==> config.mk <==
export PLATFORM = sky130hd
export DESIGN_NAME = vga_scan_ctrl
export DESIGN_NICKNAME = d
export VERILOG_FILES = /design/src/rtl/vga_pkg.sv /design/src/rtl/raster_counter.sv /design/src/rtl/vga_scan_ctrl.sv
export SDC_FILE = /design/constraint.sdc
export NUM_CORES = 1
export LEC_CHECK = 0
export ABC_CLOCK_PERIOD_IN_PS = 4000
export CAP_MARGIN = 20
export CORE_MARGIN = 2
export CORE_UTILIZATION = 45
export DETAILED_ROUTE_END_ITERATION = 7
export PLACE_DENSITY = 0.7
export SYNTH_ARGS = -nofsm -noshare
export SYNTH_HDL_FRONTEND = slang
export SYNTH_SLANG_ARGS = --single-unit
==> constraint.sdc <==
create_clock -name clock -period 4 [get_ports clock]
set_clock_uncertainty 0.05 [all_clocks]
set_input_delay 0.8 -clock clock [delete_from_list [all_inputs] [get_ports clock]]
set_output_delay 0.8 -clock clock [all_outputs]
set_load 0.1 [all_outputs]
==> src/rtl/vga_pkg.sv <==
// Default 640x480@60 timing constants and the buffer-swap handshake state type
// shared by the VGA scan controller and its raster counter.
package vga_pkg;

   localparam int DEF_CLK_DIV  = 4;
   localparam int DEF_H_ACTIVE = 640;
   localparam int DEF_H_FP     = 16;
   localparam int DEF_H_SYNC   = 96;
   localparam int DEF_H_BP     = 48;
   localparam int DEF_V_ACTIVE = 480;
   localparam int DEF_V_FP     = 10;
   localparam int DEF_V_SYNC   = 2;
   localparam int DEF_V_BP     = 33;

   localparam int DEF_H_TOTAL = DEF_H_ACTIVE + DEF_H_FP + DEF_H_SYNC + DEF_H_BP;
   localparam int DEF_V_TOTAL = DEF_V_ACTIVE + DEF_V_FP + DEF_V_SYNC + DEF_V_BP;

   typedef enum logic [1:0] {
      IDLE,
      PENDING,
      ACK_WAIT
   } swap_state_t;

endpackage

==> src/rtl/raster_counter.sv <==
// Pixel-tick enabled x/y raster position counter; also exposes the next position
// so the parent can register decodes that line up with the presented x/y.
module raster_counter #(
   parameter int H_TOTAL = 800,
   parameter int V_TOTAL = 525
) (
   input  logic                       clock,
   input  logic                       reset,
   input  logic                       tick,
   output logic [$clog2(H_TOTAL)-1:0] x,
   output logic [$clog2(V_TOTAL)-1:0] y,
   output logic [$clog2(H_TOTAL)-1:0] x_next,
   output logic [$clog2(V_TOTAL)-1:0] y_next,
   output logic                       line_wrap,
   output logic                       frame_wrap
);

   localparam int XW = $clog2(H_TOTAL);
   localparam int YW = $clog2(V_TOTAL);
   localparam logic [XW-1:0] X_LAST = XW'(H_TOTAL - 1);
   localparam logic [YW-1:0] Y_LAST = YW'(V_TOTAL - 1);

   logic [XW-1:0] x_q, x_d;
   logic [YW-1:0] y_q, y_d;

   always_comb begin
      x_d        = x_q;
      y_d        = y_q;
      line_wrap  = tick && (x_q == X_LAST);
      frame_wrap = line_wrap && (y_q == Y_LAST);
      if (line_wrap) begin
         x_d = '0;
         y_d = (y_q == Y_LAST) ? '0 : y_q + 1'b1;
      end else if (tick) begin
         x_d = x_q + 1'b1;
      end
   end

   always_ff @(posedge clock) begin
      if (reset) begin
         x_q <= '0;
         y_q <= '0;
      end else begin
         x_q <= x_d;
         y_q <= y_d;
      end
   end

   assign x      = x_q;
   assign y      = y_q;
   assign x_next = x_d;
   assign y_next = y_d;

endmodule

==> src/rtl/vga_scan_ctrl.sv <==
// VGA scan controller: pixel prescaler, registered sync/active decode and the
// vblank-committed frame-buffer swap handshake. Optional VGA_SCAN_LINE_IRQ_EN adds line_irq.
module vga_scan_ctrl
   import vga_pkg::*;
#(
   parameter int CLK_DIV  = DEF_CLK_DIV,
   parameter int H_ACTIVE = DEF_H_ACTIVE,
   parameter int H_FP     = DEF_H_FP,
   parameter int H_SYNC   = DEF_H_SYNC,
   parameter int H_BP     = DEF_H_BP,
   parameter int V_ACTIVE = DEF_V_ACTIVE,
   parameter int V_FP     = DEF_V_FP,
   parameter int V_SYNC   = DEF_V_SYNC,
   parameter int V_BP     = DEF_V_BP
) (
   input  logic                                               clock,
   input  logic                                               reset,
   input  logic                                               swap_req,
   output logic                                               swap_ack,
   output logic                                               front_buf,
   output logic                                               pixel_tick,
   output logic [$clog2(H_ACTIVE+H_FP+H_SYNC+H_BP)-1:0]       x,
   output logic [$clog2(V_ACTIVE+V_FP+V_SYNC+V_BP)-1:0]       y,
   output logic                                               hsync,
   output logic                                               vsync,
   output logic                                               active,
   output logic                                               frame_start
`ifdef VGA_SCAN_LINE_IRQ_EN
   ,
   input  logic [$clog2(V_ACTIVE+V_FP+V_SYNC+V_BP)-1:0]       line_match,
   output logic                                               line_irq
`endif
);

   localparam int H_TOTAL = H_ACTIVE + H_FP + H_SYNC + H_BP;
   localparam int V_TOTAL = V_ACTIVE + V_FP + V_SYNC + V_BP;
   localparam int XW      = $clog2(H_TOTAL);
   localparam int YW      = $clog2(V_TOTAL);
   localparam int PW      = (CLK_DIV > 1) ? $clog2(CLK_DIV) : 1;

   localparam logic [PW-1:0] PRESC_LAST = PW'(CLK_DIV - 1);
   localparam logic [XW-1:0] H_ACT_END  = XW'(H_ACTIVE);
   localparam logic [XW-1:0] HS_START   = XW'(H_ACTIVE + H_FP);
   localparam logic [XW-1:0] HS_END     = XW'(H_ACTIVE + H_FP + H_SYNC);
   localparam logic [YW-1:0] V_ACT_END  = YW'(V_ACTIVE);
   localparam logic [YW-1:0] VS_START   = YW'(V_ACTIVE + V_FP);
   localparam logic [YW-1:0] VS_END     = YW'(V_ACTIVE + V_FP + V_SYNC);
   localparam logic [YW-1:0] V_ACT_LAST = YW'(V_ACTIVE - 1);

   logic [PW-1:0] presc_q, presc_d;
   logic          tick_q, tick_d;
   logic          hsync_q, hsync_d;
   logic          vsync_q, vsync_d;
   logic          active_q, active_d;
   logic          frame_start_q, frame_start_d;
   logic          swap_ack_q, swap_ack_d;
   logic          front_buf_q, front_buf_d;
   swap_state_t   state_q, state_d;

   logic [XW-1:0] x_next;
   logic [YW-1:0] y_next;
   logic          line_wrap, frame_wrap, vblank_edge, commit;

   raster_counter #(
      .H_TOTAL(H_TOTAL),
      .V_TOTAL(V_TOTAL)
   ) u_raster (
      .clock      (clock),
      .reset      (reset),
      .tick       (tick_q),
      .x          (x),
      .y          (y),
      .x_next     (x_next),
      .y_next     (y_next),
      .line_wrap  (line_wrap),
      .frame_wrap (frame_wrap)
   );

   // Tick is registered from the next prescaler value so it is high exactly while presc_q is CLK_DIV-1.
   always_comb begin
      presc_d       = (presc_q == PRESC_LAST) ? '0 : presc_q + 1'b1;
      tick_d        = (presc_d == PRESC_LAST);
      hsync_d       = !((x_next >= HS_START) && (x_next < HS_END));
      vsync_d       = !((y_next >= VS_START) && (y_next < VS_END));
      active_d      = (x_next < H_ACT_END) && (y_next < V_ACT_END);
      frame_start_d = frame_wrap;
   end

   assign vblank_edge = line_wrap && (y == V_ACT_LAST);

   always_ff @(posedge clock) begin
      if (reset) begin
         state_q <= IDLE;
      end else begin
         state_q <= state_d;
      end
   end

   always_comb begin
      state_d = state_q;
      unique case (state_q)
         IDLE:     if (swap_req) state_d = vblank_edge ? ACK_WAIT : PENDING;
         PENDING:  if (vblank_edge) state_d = ACK_WAIT;
         ACK_WAIT: if (!swap_req) state_d = IDLE;
         default:  state_d = IDLE;
      endcase
   end

   // A request seen in IDLE on the vblank edge itself commits without waiting a frame.
   always_comb begin
      commit      = vblank_edge && (((state_q == IDLE) && swap_req) || (state_q == PENDING));
      swap_ack_d  = commit;
      front_buf_d = front_buf_q ^ commit;
   end

   always_ff @(posedge clock) begin
      if (reset) begin
         presc_q       <= '0;
         tick_q        <= 1'b0;
         hsync_q       <= 1'b1;
         vsync_q       <= 1'b1;
         active_q      <= 1'b1;
         frame_start_q <= 1'b0;
         swap_ack_q    <= 1'b0;
         front_buf_q   <= 1'b0;
      end else begin
         presc_q       <= presc_d;
         tick_q        <= tick_d;
         hsync_q       <= hsync_d;
         vsync_q       <= vsync_d;
         active_q      <= active_d;
         frame_start_q <= frame_start_d;
         swap_ack_q    <= swap_ack_d;
         front_buf_q   <= front_buf_d;
      end
   end

   assign pixel_tick  = tick_q;
   assign hsync       = hsync_q;
   assign vsync       = vsync_q;
   assign active      = active_q;
   assign frame_start = frame_start_q;
   assign swap_ack    = swap_ack_q;
   assign front_buf   = front_buf_q;

`ifdef VGA_SCAN_LINE_IRQ_EN
   logic line_irq_q, line_irq_d;

   assign line_irq_d = line_wrap && (y_next == line_match);

   always_ff @(posedge clock) begin
      if (reset) begin
         line_irq_q <= 1'b0;
      end else begin
         line_irq_q <= line_irq_d;
      end
   end

   assign line_irq = line_irq_q;
`endif

endmodule

==> qor.csv <==
stage,metric,value,unit
pwr,power_density,288,nW/um^2
grt,antenna_found_initial,0,
final_layout,layout_commonest_cell,dfxtp_1,
final_layout,drive_gt1_share,6.79,%
placement,place_congestion,0.864,
floorplan,ios,30,
setup_path,worstSetupPathType,reg2out,
placement,portBuffers,29,
timing,rsz0062_at_grt,false,
final_layout,layout_common_cells,"dfxtp_1, clkdlybuf4s50_1, nor2_1",
grt,grt_use_total,18.6,%
timing,fin_ws,1.13,ns
setup_path,cp_max_fo,12,
yosys,syn_area,1680,um^2
setup_path,slowest_delay,1.20,ns
final_layout,syn_to_final_growth,20.9,%
clock_network,cts_tree,built,
detailed_routing,drtIter0Drc,115,
yosys,synth_edf_count,0,
clock_network,cts_setup_buffers,0,
grt,grt_start_max_net_pins,23,
timing,max_freq,348,MHz
placement,dpl.hpwl,2520,um
yosys,syn-mean-instance-area,8.49,um^2
clock_network,cts_max_level,2,
timing,fin_crit_sh,71.8,%
grt,grt_pass1_wl,5940,um
floorplan,die_x,65.1,um
detailed_routing,dr.pass1.iters,4,
timing,worst_pin_slew,0.972,ns
yosys,yosysSeqAreaShare,36.9,%
final_layout,finalNonFillerCells,269,
timing,finalHoldViolCount,0,
hold_path,worstHoldPathCells,1,
detailed_routing,ant_nets,0,
final_layout,finalNetCount,228,
grt,grt_overflow_total,0,
grt,grt_pass1_vias,1293,
flow_run,max_cap_violations,0,
timing,setup_viol,0,
detailed_routing,route.detailed.drc,0,
setup_path,timing.rr.end,vsync,
yosys,synthTopCellsByArea,"dfxtp_1, xnor2_1, nor2_1, ha_1, nor3_1",
setup_path,rrSetupSlack,1.69,ns
yosys,async_flop_share,0,%
clock_network,insertion_delay,0.29,ns
setup_path,crit_path_start_kind,register,
yosys,yosysWarnings,0,
clock_network,clkTransAtPathRegs,0.07,ns
yosys,ys_types,45,
detailed_routing,via_per_inst,5.65,
setup_path,crit_family,buffers and inverters,
clock_network,cts_buffers,5,
detailed_routing,finalWirelength,3650,um
yosys,synth_top_area_cell,dfxtp_1,
pwr,irDropWorstVdd,0.173,mV
hold_path,hp-class,reg2reg,
setup_path,cp_data_required_time,3.15,ns
hold_path,min-delay-start,state_q[0],
timing,fin_setup_tns,0,ns
floorplan,initial_utilization,46.3,%
floorplan,die-area,4240,um^2
yosys,syn_nets,206,
setup_path,worstReg2RegStart,u_raster.y[0],
yosys,ys_seq_elements,31,
clock_network,clock_tree.buffer_depth,2,
yosys,synth_cells,198,
timing,fin_crit,2.87,ns
setup_path,arrival,2.02,ns
final_layout,num-fill-cells,355,
setup_path,end_kind,output pin,
final_layout,num_antenna_cells,0,
placement,place_inst,261,
timing,drv_slew,0,
yosys,synthFlopType,dfxtp_1,
setup_path,reg2regPathDepth,6,
setup_path,critical_path.cell_chain,clkdlybuf4s50_1,
floorplan,placementRows,22,
floorplan,die_h,65.1,um
setup_path,crit_buf_inv,1,
clock_network,cts.sinks,31,
status,outcome,finished clean,
detailed_routing,wl_per_cell,13.6,um
placement,place_ws,1.44,ns
clock_network,cts_resized,0,
setup_path,slowest_stage,clkdlybuf4s50_1,
pwr,power_leakage,0.000656,uW
yosys,synth_top_area_share,36.9,%
clock_network,cts_root_buffer,clkbuf_8,
floorplan,coreArea,3630,um^2
timing,max-slew-margin-rel,35.0,%
clock_network,ctsHoldBuffers,0,
detailed_routing,vias,1520,
hold_path,holdPathEnd,state_q[1],
## per-stage QoR
stage	hold slack, ns	total power (uW)	utilization, %	area, um^2
2_1_floorplan	0.362	348	-	1680
3_3_place_gp	0.394	356	53.7	1950
3_5_place_dp	0.385	356	53.7	1950
4_1_cts	0.403	592	56.0	2030
5_1_grt	0.427	612	56.0	2030
6_report	0.400	586	56.0	2030
## cell type report
| class | count | area, um^2 | share of cell area (%) |
|---|---|---|---|
| sequential | 31 | 621 | 30.5 |
| clock buffer | 7 | 76.3 | 3.75 |
| inverter | 7 | 26.3 | 1.29 |
| multi-input combinational | 145 | 947 | 46.6 |
| clock inverter | 1 | 5.00 | 0.246 |
| timing repair buffer | 30 | 298 | 14.6 |
| tap | 48 | 60.1 | 2.95 |
## sequential cells by signal (all words and copies together) (netlist names)
register and count:
hsync 1, pixel_tick 1, active 1, frame_start 1, swap_ack 1, vsync 1
state_q 2, presc_q 2, u_raster.y 10, u_raster.x 10, front_buf 1
## synth_stat cells (4+ instances only)
| library cell | count |
|---|---|
| nor3_1 | 12 |
| xnor2_1 | 10 |
| o21ai_0 | 7 |
| nor4_1 | 4 |
| a211oi_1 | 4 |
| buf_2 | 4 |
| a31oi_1 | 4 |
| nand2_1 | 10 |
| nand4_1 | 5 |
| clkbuf_1 | 5 |
| nor2_1 | 23 |
| ha_1 | 5 |
| dfxtp_1 | 31 |
| a21oi_1 | 11 |
| nand3_1 | 10 |
| inv_1 | 7 |
## worst max path at each step
| stage | from | cells after the start | end | slack (ns) |
|---|---|---|---|---|
| global route | u_raster.y[6] | 1 | y[6] | 1.04 |
| global placement | u_raster.x[5] | 1 | x[5] | 1.43 |
| detailed placement | u_raster.x[6] | 1 | x[6] | 1.44 |
| finish | u_raster.y[2] | 1 | y[2] | 1.13 |
| floorplan | u_raster.y[0] | 6 | vsync | 1.16 |
| CTS | u_raster.x[6] | 1 | x[6] | 1.12 |
## power breakdown
| part | total, uW | internal (uW) | switching, uW |
|---|---|---|---|
| clock network | 237 | 122 | 115 |
| registers | 319 | 314 | 5.02 |
| logic | 29.9 | 9.65 | 20.3 |
## cells by family (layout without fill, tap and decap cells)
group	after synthesis	after routing	synth area share, %
buffers and inverters	22	45	6.77
XOR/XNOR	13	13	6.77
flip-flops	31	31	36.9
AO/OA/AOI/OAI	36	36	13.9
adder cells (fa/ha/maj)	5	5	3.72
AND/OR/NAND/NOR	90	90	31.3
multiplexers	1	1	0.595
## per-layer routing
| layer | global-route usage [%] | part of all wire (%) | vias up |
|---|---|---|---|
| met5 | 0 | 0 | - |
| met3 | 6.34 | 6.1 | 6 |
| met2 | 28.2 | 44 | 54 |
| li1 | - | - | 761 |
| met4 | 10.4 | 2.0 | 0 |
| met1 | 23.0 | 48 | 699 |
(Power assumes the default switching activity.)
